File: config.mk
export PLATFORM = sky130hd
export DESIGN_NAME = counter_scheduler
export DESIGN_NICKNAME = d
export VERILOG_FILES = /design/src/rtl/counter_scheduler.sv
export SDC_FILE = /design/constraint.sdc
export NUM_CORES = 1
export LEC_CHECK = 0
export BUFFER_PORTS_ARGS = -buffer_cell sky130_fd_sc_hd__buf_2
export CAP_MARGIN = 20
export CELL_PAD_IN_SITES_DETAIL_PLACEMENT = 0
export CELL_PAD_IN_SITES_GLOBAL_PLACEMENT = 1
export CORE_ASPECT_RATIO = 0.5
export CORE_MARGIN = 3
export CORE_UTILIZATION = 47
export DETAILED_ROUTE_END_ITERATION = 7
export PLACE_DENSITY_LB_ADDON = 0.1
export SLEW_MARGIN = 20
export SYNTH_ARGS = -nofsm -noshare
export SYNTH_HDL_FRONTEND = slang
export SYNTH_SLANG_ARGS = --single-unit
File: constraint.sdc
create_clock -name i_clk -period 3.3 [get_ports i_clk]
set_input_delay 0.66 -clock i_clk [delete_from_list [all_inputs] [get_ports i_clk]]
set_output_delay 0.66 -clock i_clk [all_outputs]
set_load 0.1 [all_outputs]
File: src/rtl/counter_scheduler.sv
// Round-robin scheduler that lends one shared 10-cycle counter to NUM_REQ requesters,
// running it RUNS_PER_GRANT periods per grant with a watchdog abort.
module counter_scheduler #(
    parameter int NUM_REQ        = 4,
    parameter int RUNS_PER_GRANT = 1,
    parameter int WDOG_CYCLES    = 12
) (
    input  logic               i_clk,
    input  logic               i_rst_n,
    input  logic [NUM_REQ-1:0] i_req,
    output logic [NUM_REQ-1:0] o_gnt,
    output logic [NUM_REQ-1:0] o_done,
    output logic [NUM_REQ-1:0] o_err,
    output logic               o_busy,
    output logic               o_cnt_ena,
    input  logic               i_cnt_done
);

    localparam int IDXW = (NUM_REQ > 1) ? $clog2(NUM_REQ) : 1;
    localparam logic [IDXW:0]      NUM_REQ_W = (IDXW + 1)'(NUM_REQ);
    localparam logic [NUM_REQ-1:0] ONE_HOT0  = NUM_REQ'(1);

    typedef enum logic [1:0] {IDLE, RUN, DONE, ERR} stateT;

    stateT               r_state;
    stateT               w_nextState;
    logic [IDXW-1:0]     r_winner;
    logic [IDXW-1:0]     r_rrPtr;
    logic [3:0]          r_runCnt;
    logic [7:0]          r_wdog;

    logic [2*NUM_REQ-1:0] w_reqTwice;
    logic [NUM_REQ-1:0]   w_reqRot;
    logic [IDXW-1:0]      w_off;
    logic [IDXW:0]        w_sum;
    logic [IDXW-1:0]      w_pick;
    logic [IDXW-1:0]      w_nextPtr;
    logic                 w_found;
    logic                 w_lastRun;
    logic                 w_wdogExpired;
    logic [NUM_REQ-1:0]   w_gnt;
    logic [NUM_REQ-1:0]   w_done;
    logic [NUM_REQ-1:0]   w_err;
    logic                 w_busy;
    logic                 w_ena;

    assign w_found       = |i_req;
    assign w_lastRun     = (r_runCnt == 4'(RUNS_PER_GRANT - 1));
    assign w_wdogExpired = (r_wdog == 8'(WDOG_CYCLES - 1));
    assign w_nextPtr     = (r_winner == IDXW'(NUM_REQ - 1)) ? '0 : r_winner + 1'b1;

    // Rotate requests so rr_ptr sits at bit 0, take the lowest set bit, then rotate back.
    assign w_reqTwice = {i_req, i_req} >> r_rrPtr;
    assign w_reqRot   = w_reqTwice[NUM_REQ-1:0];
    assign w_sum      = {1'b0, r_rrPtr} + {1'b0, w_off};
    assign w_pick     = (w_sum >= NUM_REQ_W) ? IDXW'(w_sum - NUM_REQ_W) : w_sum[IDXW-1:0];

    always_comb begin
        w_off = '0;
        for (int i = NUM_REQ - 1; i >= 0; i--) begin
            if (w_reqRot[i]) begin
                w_off = IDXW'(i);
            end
        end
    end

    // State register; outputs are registered alongside it from the next-state decode.
    always_ff @(posedge i_clk or negedge i_rst_n) begin
        if (!i_rst_n) begin
            r_state   <= IDLE;
            o_gnt     <= '0;
            o_done    <= '0;
            o_err     <= '0;
            o_busy    <= 1'b0;
            o_cnt_ena <= 1'b0;
        end else begin
            r_state   <= w_nextState;
            o_gnt     <= w_gnt;
            o_done    <= w_done;
            o_err     <= w_err;
            o_busy    <= w_busy;
            o_cnt_ena <= w_ena;
        end
    end

    // A done flag takes priority over a simultaneous watchdog expiry.
    always_comb begin
        w_nextState = r_state;
        case (r_state)
            IDLE: if (w_found) w_nextState = RUN;
            RUN: begin
                if (i_cnt_done) begin
                    if (w_lastRun) w_nextState = DONE;
                end else if (w_wdogExpired) begin
                    w_nextState = ERR;
                end
            end
            DONE:    w_nextState = IDLE;
            ERR:     w_nextState = IDLE;
            default: w_nextState = IDLE;
        endcase
    end

    always_comb begin
        w_gnt  = '0;
        w_done = '0;
        w_err  = '0;
        w_busy = (w_nextState != IDLE);
        w_ena  = (w_nextState == RUN);
        case (w_nextState)
            RUN:     w_gnt  = (r_state == IDLE) ? (ONE_HOT0 << w_pick) : (ONE_HOT0 << r_winner);
            DONE:    w_done = ONE_HOT0 << r_winner;
            ERR:     w_err  = ONE_HOT0 << r_winner;
            default: ;
        endcase
    end

    // Grant bookkeeping: winner latch, period count, watchdog and round-robin pointer.
    always_ff @(posedge i_clk or negedge i_rst_n) begin
        if (!i_rst_n) begin
            r_winner <= '0;
            r_rrPtr  <= '0;
            r_runCnt <= '0;
            r_wdog   <= '0;
        end else begin
            case (r_state)
                IDLE: begin
                    if (w_found) begin
                        r_winner <= w_pick;
                        r_runCnt <= '0;
                        r_wdog   <= '0;
                    end
                end
                RUN: begin
                    if (i_cnt_done && !w_lastRun) begin
                        r_runCnt <= r_runCnt + 4'd1;
                        r_wdog   <= '0;
                    end else begin
                        r_wdog <= r_wdog + 8'd1;
                    end
                end
                default: r_rrPtr <= w_nextPtr;
            endcase
        end
    end

endmodule

==> results.rst <==
.. list-table::
   :header-rows: 1

   * - Metric
     - Value
   * - GRT Max-Usage Layer
     - met1
   * - Power Internal
     - ~970 µW
   * - Total Power Consumption
     - around 1700 µW
   * - Vias in the first global route
     - between 1000 and 1500
   * - Adder and majority gate portion of the synthesized area
     - approximately 5.9%
   * - Clock tree root driver cell
     - clkbuf_8
   * - Largest clock skew in the final design
     - roughly 0.0052 ns
   * - GR met1 Demand/Resource
     - between 20% and 30%
   * - Setup TNS
     - 0 ns
   * - Clock buffer count from CTS
     - 5
   * - XOR/XNOR share of the synthesized area
     - 3.091%
   * - Average vias per placed instance
     - roughly 5.5
   * - Ys async rst share
     - 100.0%
   * - Pre-CTS worst setup slack
     - around 0.61 ns
   * - Total GRT Usage
     - about 17%
   * - Detailed-router iteration count before antenna repair
     - 4
   * - Number of cells after detailed placement
     - 238
   * - Slew Viols, Final
     - 0
   * - Instance count of the mapped netlist
     - ~170
   * - Net Sw Frac
     - 44.28%
   * - Port buffer count
     - 20
   * - Worst path cell trace
     - buf_2, inv_1, o21ai_0, a21oi_1, o31a_1, ha_1, or3b_2, nor2_1, o21ai_0, a31oi_1
   * - Nets
     - ~210
   * - Overflow left after global routing
     - 0
   * - Post-synthesis sequential area ratio
     - a little under half
   * - Master of the slowest instance on the critical path
     - or3b_2
   * - DRC violation count after routing
     - 0
   * - Die Ht
     - roughly 49 µm
   * - Global-route met3 utilization
     - between 4 and 5%
   * - Routed via count
     - between 1000 and 1500
   * - Total standard cell area after synthesis
     - between 1500 and 2000 µm²
   * - Post-CTS setup buffer count
     - 0
   * - Synth Warn #
     - 0
   * - Number of cells upsized or downsized after cts
     - 0
   * - Sw Pwr
     - 773.3 µW
   * - Maximum count of clock buffers along a single path
     - 2
   * - IO Count
     - 21
   * - Worst IR drop on VDD
     - approximately 0.51 mV
   * - Final setup fails
     - 0
   * - Reg power frac
     - roughly a third
   * - Startpoint types
     - primary input
   * - TritonCTS clock tree
     - built
   * - Num rows
     - 14
   * - Worst min-delay path category
     - primary input to async pin
   * - Fraction of the mapped netlist area in compound gates
     - 16.92%
   * - Full die area
     - between 4000 and 5000 µm²
   * - CP delay by family, top
     - compound AO/OA/AOI/OAI gates
   * - Delay of the slowest cell on the worst path
     - around 0.48 ns
   * - Combined area of the multi-input logic cells
     - about 850 µm²
   * - Global-route wire length before repair
     - 6120 µm
   * - Met2 Usage GRT
     - roughly a quarter
   * - Count of flip-flops with a built-in enable after synthesis
     - 0
   * - Max-cap violation count
     - 0
   * - Transition time at the pin with the least slew margin
     - between 0.7 and 0.8 ns
   * - Post-route worst setup slack
     - between 0.8 and 0.9 ns
   * - Routed Antenna Nets
     - 0
   * - Sequential cell area
     - ~800 µm²
   * - Pin count of the biggest net entering global routing
     - 33
   * - Critical path class
     - primary input to flip-flop
   * - Static leakage
     - between 0.0009 and 0.001 µW
   * - Hold violation count in the final report
     - 0
   * - Post-CTS Hold Buffers
     - 0
   * - Data required time at the worst endpoint
     - about 3.5 ns
   * - Global placement routability congestion
     - ~0.8
   * - Post-DR wirelength/cell
     - 14.10 µm
   * - Sum of routed wire length over all layers
     - ~3500 µm
   * - Clock transition at the registers of the reported paths
     - roughly 0.070 ns
   * - Share of the clock period used by the worst path after layout
     - roughly three quarters
   * - Simple-gate area share of the yosys netlist
     - 22.74%
   * - Combinational share of power
     - 44.5%
   * - CP arrival
     - 2.65 ns
   * - DRT iter0 DRCs
     - 85
   * - Critical Path Most Common Cell
     - o21ai_0
   * - Nature of the critical path endpoint
     - flip-flop
   * - Antenna violations before repair
     - 0
   * - Fin crit period
     - around 2.5 ns
   * - Clock network latency to the later pin of the worst-skew pair
     - about 0.28 ns
   * - Top achievable clock speed
     - a little over 400 MHz
   * - Die W
     - roughly 91 µm
   * - Synthesis-stage register bit count
     - 32
   * - CTS sink cnt
     - 32
   * - Layout overhead on the synthesized area
     - 16.11%
   * - Non-filler instance count after layout
     - 246
   * - Placed cell area
     - 1848 µm²
   * - Core area
     - between 3000 and 4000 µm²
   * - RSZ-0062 raised after global routing
     - no
   * - Maximum level of the CTS H-tree
     - 2
   * - Clk pwr share
     - approximately a quarter
   * - Main combinational cell family by area after synthesis
     - simple AND/OR/NAND/NOR gates
   * - Effective utilization at floorplan
     - a little over half
   * - Syn nets
     - 188
   * - Buffer and inverter count on the worst path
     - 2
   * - Relative slew slack
     - approximately 53%
   * - Filler cell count in the final layout
     - between 200 and 300
   * - Power density over the cells
     - 884.5 nW/µm²
   * - Status
     - completed
   * - Critical Path Fanout Max
     - 6
   * - Post-route design area
     - about 2000 µm²
   * - Number of library cell types mapped by synthesis
     - 48
   * - Number of antenna diodes
     - 0
   * - Portion of netlist area occupied by mux cells
     - about 1.3%
   * - Average size of a mapped cell
     - 9.829 µm²
   * - Placed wire-length estimate
     - ~2500 µm
   * - Share of final-layout standard cells stronger than drive strength 1
     - 20.71%
   * - Dominant synthesized flop cell
     - dfrtp_1
## layout make-up
cell class                 count  area share, %
inverter                      10          1.901
clock buffer                   7          4.880
clock inverter                 1          1.521
tap                           48          3.042
multi-input combinational    128          43.03
sequential                    32          40.56
timing repair buffer          20          5.070
## metrics by stage
step           hold slack [ns]  util (%)
2_1_floorplan           0.3644         -
3_3_place_gp            0.5063     57.34
3_5_place_dp            0.5168     57.34
4_1_cts                 0.4443     61.26
5_1_grt                 0.4922     61.26
6_report                0.4182     61.26
## cells in the mapped netlist, drive strengths merged (4+ instances only)
cell	n	share of area [%]
a31oi	5	1.8
and2	9	3.3
nand2	16	3.5
nor2	12	2.6
inv	10	2.2
nand3	9	2.6
dfrtp	32	47
o21ai	15	5.1
ha	8	5.9
xor2	4	2.1
## per-layer routing
| metal | vias to the layer above | routed length [µm] |
|---|---|---|
| met5 | - | 0 |
| met4 | 0 | 38 |
| met3 | 7 | 135 |
| met2 | 26 | 1455 |
| met1 | 658 | 1838 |
| li1 | 662 | - |
## power groups by stage
stage / Combinational, µW / Sequential, µW / Clock [µW]
final: 777 / 561 / 408
after floorplan: 412 / 769 / 0
after global placement: 764 / 566 / 0
after CTS: 777 / 561 / 420
after global routing: 847 / 576 / 438
after detailed placement: 775 / 566 / 0
## path summary, 6_finish.rpt
check / startpoint / to / slack (ns) / cells after the start
max reg2reg: r_rrPtr[1] / o_gnt[3] / 0.85 / 9
min in group i_clk: r_winner[0] / r_rrPtr[0] / 0.52 / 1
min: i_rst_n / r_wdog[7] / 0.42 / 1
max in group asynchronous: i_rst_n / r_runCnt[2] / 2.42 / 1
max: i_req[0] / o_gnt[3] / 0.85 / 10
min reg2reg: r_winner[0] / r_rrPtr[0] / 0.52 / 1
## cells by family (layout without fill, tap and decap cells)
family | after synthesis | after routing
simple gates | 71 | 71
mux | 2 | 2
buf+inv | 13 | 38
fa+ha+maj | 8 | 8
xor+xnor | 6 | 6
compound gates | 41 | 41
flops | 32 | 32
## cells in the final DEF (no fill, tap or decap), drive strengths merged, types with 3 or more instances in the layout
cell,n
nor3,3
xor2,4
clkbuf,7
a21oi,3
inv,10
buf,20
ha,8
nor2,12
a22o,3
nand2,16
o21ai,15
nor3b,3
dfrtp,32
a31oi,5
and2,9
nand3,9
## flip-flops by register name, summed over array words and instances, names as in the netlist
signal and flops:
o_busy 1, r_rrPtr 2, r_state 2, r_winner 2, r_runCnt 4, o_cnt_ena 1
o_err 4, o_done 4, o_gnt 4, r_wdog 8
No activity file was read; power rests on OpenSTA's default activity.
